===== src/rtl/pipeline_ctrl_if.sv =====
// Handshake bundle between the pipeline stages and the stall/flush controller.
// The controller takes the slave view; stage-side logic (or a bench) takes the master view.
interface pipeline_ctrl_if;
    logic        if_stall_req;
    logic        id_stall_req;
    logic        ex_stall_req;
    logic        mem_stall_req;
    logic [4:0]  mem_is_exception;
    logic        mem_is_ertn;
    logic [31:0] csr_eentry;
    logic [31:0] csr_era;
    logic        clr_perf;
    logic [5:0]  pause;
    logic        exception_flush;
    logic [31:0] flush_pc;
    logic        stall_timeout;
    logic [31:0] stall_cycles;

    modport master (
        output if_stall_req, id_stall_req, ex_stall_req, mem_stall_req,
        output mem_is_exception, mem_is_ertn, csr_eentry, csr_era, clr_perf,
        input  pause, exception_flush, flush_pc, stall_timeout, stall_cycles
    );

    modport slave (
        input  if_stall_req, id_stall_req, ex_stall_req, mem_stall_req,
        input  mem_is_exception, mem_is_ertn, csr_eentry, csr_era, clr_perf,
        output pause, exception_flush, flush_pc, stall_timeout, stall_cycles
    );
endinterface


===== src/rtl/pipeline_ctrl.sv =====
// Six-stage pipeline stall/flush controller: stall priority encoding, exception/ertn flush
// sequencing (deferred while mem is stalled), stall watchdog and stall-cycle perf counter.
module pipeline_ctrl #(
    parameter int unsigned Timeout = 1024
) (
    input logic           clk_i,
    input logic           rst_ni,
    pipeline_ctrl_if.slave ctrl_if
);

    localparam logic [15:0] TimeoutCnt = 16'(Timeout);

    typedef enum logic [1:0] {StRun, StWaitMem, StFlush} state_e;

    state_e      state_q, state_d;
    logic [31:0] pend_pc_q, pend_pc_d;
    logic [15:0] wd_q, wd_d;
    logic        timeout_q, timeout_d;
    logic [31:0] cycles_q, cycles_d;

    logic        exc_req;
    logic [31:0] target;
    logic [5:0]  pause;
    logic        flush;
    logic [31:0] flush_pc;

    function automatic logic [5:0] encode(logic if_r, logic id_r, logic ex_r, logic mem_r);
        if (mem_r)     return 6'b011111;
        else if (ex_r) return 6'b001111;
        else if (id_r) return 6'b000111;
        else if (if_r) return 6'b000011;
        else           return 6'b000000;
    endfunction

    assign exc_req = (ctrl_if.mem_is_exception != 5'd0) | ctrl_if.mem_is_ertn;
    // Exception beats ertn when both are flagged on the same instruction.
    assign target  = (ctrl_if.mem_is_ertn && ctrl_if.mem_is_exception == 5'd0) ?
                     ctrl_if.csr_era : ctrl_if.csr_eentry;

    always_comb begin
        state_d   = state_q;
        pend_pc_d = pend_pc_q;
        pause     = 6'b000000;
        flush     = 1'b0;
        flush_pc  = 32'd0;
        unique case (state_q)
            StRun: begin
                if (exc_req && !ctrl_if.mem_stall_req) begin
                    flush    = 1'b1;
                    flush_pc = target;
                    state_d  = StFlush;
                end else if (exc_req) begin
                    pend_pc_d = target;
                    pause     = 6'b011111;
                    state_d   = StWaitMem;
                end else begin
                    pause = encode(ctrl_if.if_stall_req, ctrl_if.id_stall_req,
                                   ctrl_if.ex_stall_req, ctrl_if.mem_stall_req);
                end
            end
            StWaitMem: begin
                if (ctrl_if.mem_stall_req) begin
                    pause = 6'b011111;
                end else begin
                    flush    = 1'b1;
                    flush_pc = pend_pc_q;
                    state_d  = StFlush;
                end
            end
            StFlush: begin
                // Mem register holds a bubble now, so its stall and exception flags are stale.
                pause   = encode(ctrl_if.if_stall_req, ctrl_if.id_stall_req,
                                 ctrl_if.ex_stall_req, 1'b0);
                state_d = StRun;
            end
            default: state_d = StRun;
        endcase
    end

    always_comb begin
        wd_d = 16'd0;
        if (pause != 6'd0) begin
            wd_d = (wd_q < TimeoutCnt) ? wd_q + 16'd1 : wd_q;
        end
        timeout_d = timeout_q | (wd_d == TimeoutCnt);

        cycles_d = cycles_q;
        if (ctrl_if.clr_perf) begin
            cycles_d = 32'd0;
        end else if (pause[0] && cycles_q != 32'hFFFF_FFFF) begin
            cycles_d = cycles_q + 32'd1;
        end
    end

    always_ff @(posedge clk_i or negedge rst_ni) begin
        if (!rst_ni) begin
            state_q   <= StRun;
            pend_pc_q <= 32'd0;
            wd_q      <= 16'd0;
            timeout_q <= 1'b0;
            cycles_q  <= 32'd0;
        end else begin
            state_q   <= state_d;
            pend_pc_q <= pend_pc_d;
            wd_q      <= wd_d;
            timeout_q <= timeout_d;
            cycles_q  <= cycles_d;
        end
    end

    assign ctrl_if.pause           = rst_ni ? pause : 6'd0;
    assign ctrl_if.exception_flush = rst_ni & flush;
    assign ctrl_if.flush_pc        = rst_ni ? flush_pc : 32'd0;
    assign ctrl_if.stall_timeout   = timeout_q;
    assign ctrl_if.stall_cycles    = cycles_q;

endmodule


===== src/flat_wrapper.sv =====
// flat-port wrapper written by rule: the top's interface ports become plain ports
module pipeline_ctrl_flat 
#(
    parameter int unsigned Timeout = 1024
)
  (clk_i, rst_ni, ctrl_if_if_stall_req, ctrl_if_id_stall_req, ctrl_if_ex_stall_req, ctrl_if_mem_stall_req, ctrl_if_mem_is_exception, ctrl_if_mem_is_ertn, ctrl_if_csr_eentry, ctrl_if_csr_era, ctrl_if_clr_perf, ctrl_if_pause, ctrl_if_exception_flush, ctrl_if_flush_pc, ctrl_if_stall_timeout, ctrl_if_stall_cycles);
  pipeline_ctrl_if ctrl_if_i ();
  input logic clk_i;
  input logic rst_ni;
  input wire logic [$bits(ctrl_if_i.if_stall_req)-1:0] ctrl_if_if_stall_req;
  input wire logic [$bits(ctrl_if_i.id_stall_req)-1:0] ctrl_if_id_stall_req;
  input wire logic [$bits(ctrl_if_i.ex_stall_req)-1:0] ctrl_if_ex_stall_req;
  input wire logic [$bits(ctrl_if_i.mem_stall_req)-1:0] ctrl_if_mem_stall_req;
  input wire logic [$bits(ctrl_if_i.mem_is_exception)-1:0] ctrl_if_mem_is_exception;
  input wire logic [$bits(ctrl_if_i.mem_is_ertn)-1:0] ctrl_if_mem_is_ertn;
  input wire logic [$bits(ctrl_if_i.csr_eentry)-1:0] ctrl_if_csr_eentry;
  input wire logic [$bits(ctrl_if_i.csr_era)-1:0] ctrl_if_csr_era;
  input wire logic [$bits(ctrl_if_i.clr_perf)-1:0] ctrl_if_clr_perf;
  output wire logic [$bits(ctrl_if_i.pause)-1:0] ctrl_if_pause;
  output wire logic [$bits(ctrl_if_i.exception_flush)-1:0] ctrl_if_exception_flush;
  output wire logic [$bits(ctrl_if_i.flush_pc)-1:0] ctrl_if_flush_pc;
  output wire logic [$bits(ctrl_if_i.stall_timeout)-1:0] ctrl_if_stall_timeout;
  output wire logic [$bits(ctrl_if_i.stall_cycles)-1:0] ctrl_if_stall_cycles;
  assign ctrl_if_i.if_stall_req = ctrl_if_if_stall_req;
  assign ctrl_if_i.id_stall_req = ctrl_if_id_stall_req;
  assign ctrl_if_i.ex_stall_req = ctrl_if_ex_stall_req;
  assign ctrl_if_i.mem_stall_req = ctrl_if_mem_stall_req;
  assign ctrl_if_i.mem_is_exception = ctrl_if_mem_is_exception;
  assign ctrl_if_i.mem_is_ertn = ctrl_if_mem_is_ertn;
  assign ctrl_if_i.csr_eentry = ctrl_if_csr_eentry;
  assign ctrl_if_i.csr_era = ctrl_if_csr_era;
  assign ctrl_if_i.clr_perf = ctrl_if_clr_perf;
  assign ctrl_if_pause = ctrl_if_i.pause;
  assign ctrl_if_exception_flush = ctrl_if_i.exception_flush;
  assign ctrl_if_flush_pc = ctrl_if_i.flush_pc;
  assign ctrl_if_stall_timeout = ctrl_if_i.stall_timeout;
  assign ctrl_if_stall_cycles = ctrl_if_i.stall_cycles;
  pipeline_ctrl #(.Timeout(Timeout)) u_core (.clk_i(clk_i), .rst_ni(rst_ni), .ctrl_if(ctrl_if_i));
endmodule

===== config.mk =====
export PLATFORM = sky130hd
export DESIGN_NAME = pipeline_ctrl_flat
export DESIGN_NICKNAME = d
export VERILOG_FILES = /design/src/rtl/pipeline_ctrl_if.sv /design/src/rtl/pipeline_ctrl.sv /design/src/flat_wrapper.sv
export SDC_FILE = /design/constraint.sdc
export NUM_CORES = 1
export LEC_CHECK = 0
export CORE_MARGIN = 10
export CORE_UTILIZATION = 60
export DETAILED_ROUTE_END_ITERATION = 12
export DONT_BUFFER_PORTS = 1
export GPL_TIMING_DRIVEN = 0
export PLACE_DENSITY = 0.76
export SETUP_SLACK_MARGIN = 0.05
export SLEW_MARGIN = 20
export SYNTH_ARGS = -nofsm -noshare
export SYNTH_HDL_FRONTEND = slang
export SYNTH_SLANG_ARGS = --single-unit

===== constraint.sdc =====
create_clock -name clk_i -period 5.8 [get_ports clk_i]
set_input_delay 0.58 -clock clk_i [delete_from_list [all_inputs] [get_ports clk_i]]
set_output_delay 0.58 -clock clk_i [all_outputs]
set_load 0.01 [all_outputs]

==> summary.txt <==
Logic synthesis
  • Mean Syn Cell Area: 9.097 µm²
  • Seq cells post-synth: 83
  • Mapped cell area: 4912 µm²
  • Seq/Total Area, Yosys: 42.28%
  • Number of enable flip-flop cells after synthesis: 0
  • Post-synth top area share: 42.28%
  • Synth top cells by count: nor2_1 (97), dfrtp_1 (83), a21oi_1 (63)
  • Synth Instances: 540
  • Warnings, synthesis: 0
  • Ys async rst share: 100.0%
  • Largest area contributor in the netlist: dfrtp_1
  • Top-count cell post-synth: nor2_1
  • Largest cells by area after synthesis: dfrtp_1 (42%), nor2_1 (7.4%), mux2i_1 (6.7%)
  • Ys flop type: dfrtp_1
  • Post-synth cell types: 55
  • Synthesized net count: 619

Detailed routing
  • DR pass1 iterations: 4
  • Drt wl/cell: 20.62 µm
  • Drt initial violations: 287
  • Routed WL: 13570 µm
  • Vias per cell: around 6.5
  • ANT nets after route: 0
  • # DRC: 0
  • Via Count: 4273

Floorplan
  • IO Pins: 149
  • Chip Width: 110.5 µm
  • Row cnt: 32
  • Die Area: 12210 µm²
  • Die Height: 110.5 µm
  • Core Area: 7848 µm²
  • Starting Density: 62.60%

Placed design
  • GPL Wtd Cong: roughly 0.85
  • Hpwl dp: 9960 µm
  • Post-place setup slack: 2751 ps
  • Number of buffers added on ports: 0

Clock network
  • CTS root buf: clkbuf_8
  • # hold bufs at CTS: 1
  • Clock Tree Buf Depth: 2
  • H-tree levels: 3
  • Postcts setup bufs: 0
  • Reg clk slew, reported paths: 80 ps
  • Worst-Skew Late Latency: 360 ps
  • CTS Buf Count: 9
  • CTS Sinks: 83
  • CTS tree: yes
  • Cts repair resizes: 0

Setup path
  • Largest delay contributor family on the critical path: simple AND/OR/NAND/NOR gates
  • Crit path DAT: 2620 ps
  • CP max FO: 10
  • CP endpoint kind: primary output
  • Cell mode on critical path: nor2_1
  • Slowest cell on the critical path: dfrtp_1
  • Critical path type: reg2out
  • Worst-path cell chain: nand2b_1 -> o21ai_1 -> nor2_1 -> clkbuf_1 -> nor2_1 -> buf_4
  • R2r startpoint: u_core.ctrl_if.stall_cycles[3]
  • CP startpoint kind: flop
  • Slowest stage delay, CP: 460 ps
  • Reg2reg setup slack: 3530 ps
  • R2R depth: 5
  • CP required: 5220 ps
  • R2r endpoint: u_core.ctrl_if.stall_cycles[30]
  • WP buf/inv: 2

Finish
  • Area growth syn-to-layout: 7.055%
  • ANT cells: 0
  • Share of cells above drive strength 1: between 8 and 9%
  • Nets: 631

STA
  • Fmax: approximately 0.31 GHz
  • Endpoints failing hold: 0
  • Slew HR: 52.47%
  • RSZ-0062 raised after global routing: false
  • Worst-Margin Slew: 713.0 ps
  • Worst setup margin: 2596 ps
  • Tmin final: 3204 ps
  • Clock skew: 9.921 ps
  • Final period util: 55.23%
  • # setup viols final: 0
  • Final slew viol count: 0
  • Fin Setup TNS: 0 ps

Outcome
  • Outcome: finished, final reports clean

Pwr
  • Worst VDD drop: 119.5 µV
  • Total power draw: ~1200 µW
  • Pwr/cell area: 237.6 nW/µm²
  • Leakage: 0.002249 µW

Global routing
  • Antenna violations before repair: 0
  • GRT overflow: 0
  • Vias in the first global route: 4125
  • GRT Util Overall: 21.47%
  • Largest net degree at the start of global routing: 84
  • First-pass GRT wire length: about 22000 µm

Min path
  • Hold WC Path Type: in2async

Job
  • Max cap viols: 0
stage by stage:
step           cell area, µm²  hold slack (ps)  std cells  util (%)
6_report                 5259            97.07        658     67.01
5_1_grt                  5259            134.2        658     67.01
4_1_cts                  5259            130.1        658     67.01
3_5_place_dp             5040            287.9        642     64.22
3_3_place_gp             5040            287.6        642     64.22
2_1_floorplan            4912            284.4        540         -
flip-flops by register name (all words and copies together) (netlist names):
signal / count
u_core.ctrl_if.stall_cycles: 32
u_core.pend_pc_q: 32
u_core.wd_q: 16
u_core.state_q: 2
u_core.ctrl_if.stall_timeout: 1
worst register-to-register path: cells and delay by family, from the launching register on:
kind	cells	cell delay, ps
AND/OR/NAND/NOR	4	1530
AO/OA/AOI/OAI	1	160
flip-flops	1	520
final cells by class:
cell class / count / area (µm²)
flip-flops and latches: 83 / 2077
clock buffers: 10 / 137.6
well taps: 102 / 127.6
clock inverters: 5 / 53.80
fillers: 622 / 2589
inverters: 8 / 30.03
plain buffers: 37 / 177.7
multi-input cells: 412 / 2628
repair buffers: 1 / 27.53
worst max path at each step:
stage | startpoint | endpoint | cells past startpoint
final | u_core.state_q[1] | ctrl_if_pause[1] | 6
after global routing | u_core.state_q[1] | ctrl_if_pause[1] | 6
after CTS | u_core.state_q[1] | ctrl_if_pause[1] | 6
after detailed placement | ctrl_if_id_stall_req | ctrl_if_pause[1] | 6
after global placement | ctrl_if_id_stall_req | ctrl_if_pause[1] | 6
after floorplan | ctrl_if_mem_is_exception[4] | ctrl_if_pause[1] | 6
kinds of logic (layout without fill, tap and decap cells):
| group | after synthesis | after routing | synth area share, % |
|---|---|---|---|
| adders and majority gates | 2 | 2 | 0.5093 |
| and+or+nand+nor | 226 | 226 | 24.86 |
| buffers and inverters | 45 | 61 | 4.228 |
| muxes | 37 | 37 | 7.871 |
| DFF | 83 | 83 | 42.28 |
| other | 1 | 1 | 0.07634 |
| xor gates and xnor gates | 11 | 11 | 1.961 |
| AOI/OAI and AO/OA | 135 | 135 | 18.21 |
routing by layer:
layer  routed length [µm]  up-vias  track usage (%)
met5                    0        -                0
met4                  237        0            7.945
met3                 1095       18            5.727
met2                 6626      152            34.39
met1                 5606     2098            27.09
li1                     -     2005                -
cells in the final DEF, fill, tap and decap left out, types with 6 or more instances in the layout:
cell type	count
nor2b_1	6
or3_1	9
nor2_1	97
o21ai_0	7
or4_1	19
and3_1	7
and2_1	6
clkbuf_8	10
nor3_1	12
xnor2_1	7
nand3_1	17
nand2_1	16
dfrtp_1	83
a2bb2oi_1	32
a21oi_1	63
nand4_1	10
o31ai_1	18
inv_1	8
mux2i_1	33
clkbuf_1	24
report_power, final:
part	internal [µW]	switching [µW]	leakage [µW]	total, µW
clock	207	211	0.000102	418
sequential	625	31.5	0.00105	656
combinational	68.1	108	0.00109	176
total	900	350	0.00225	1250
Note: power is estimated with default switching activity, not from simulation.
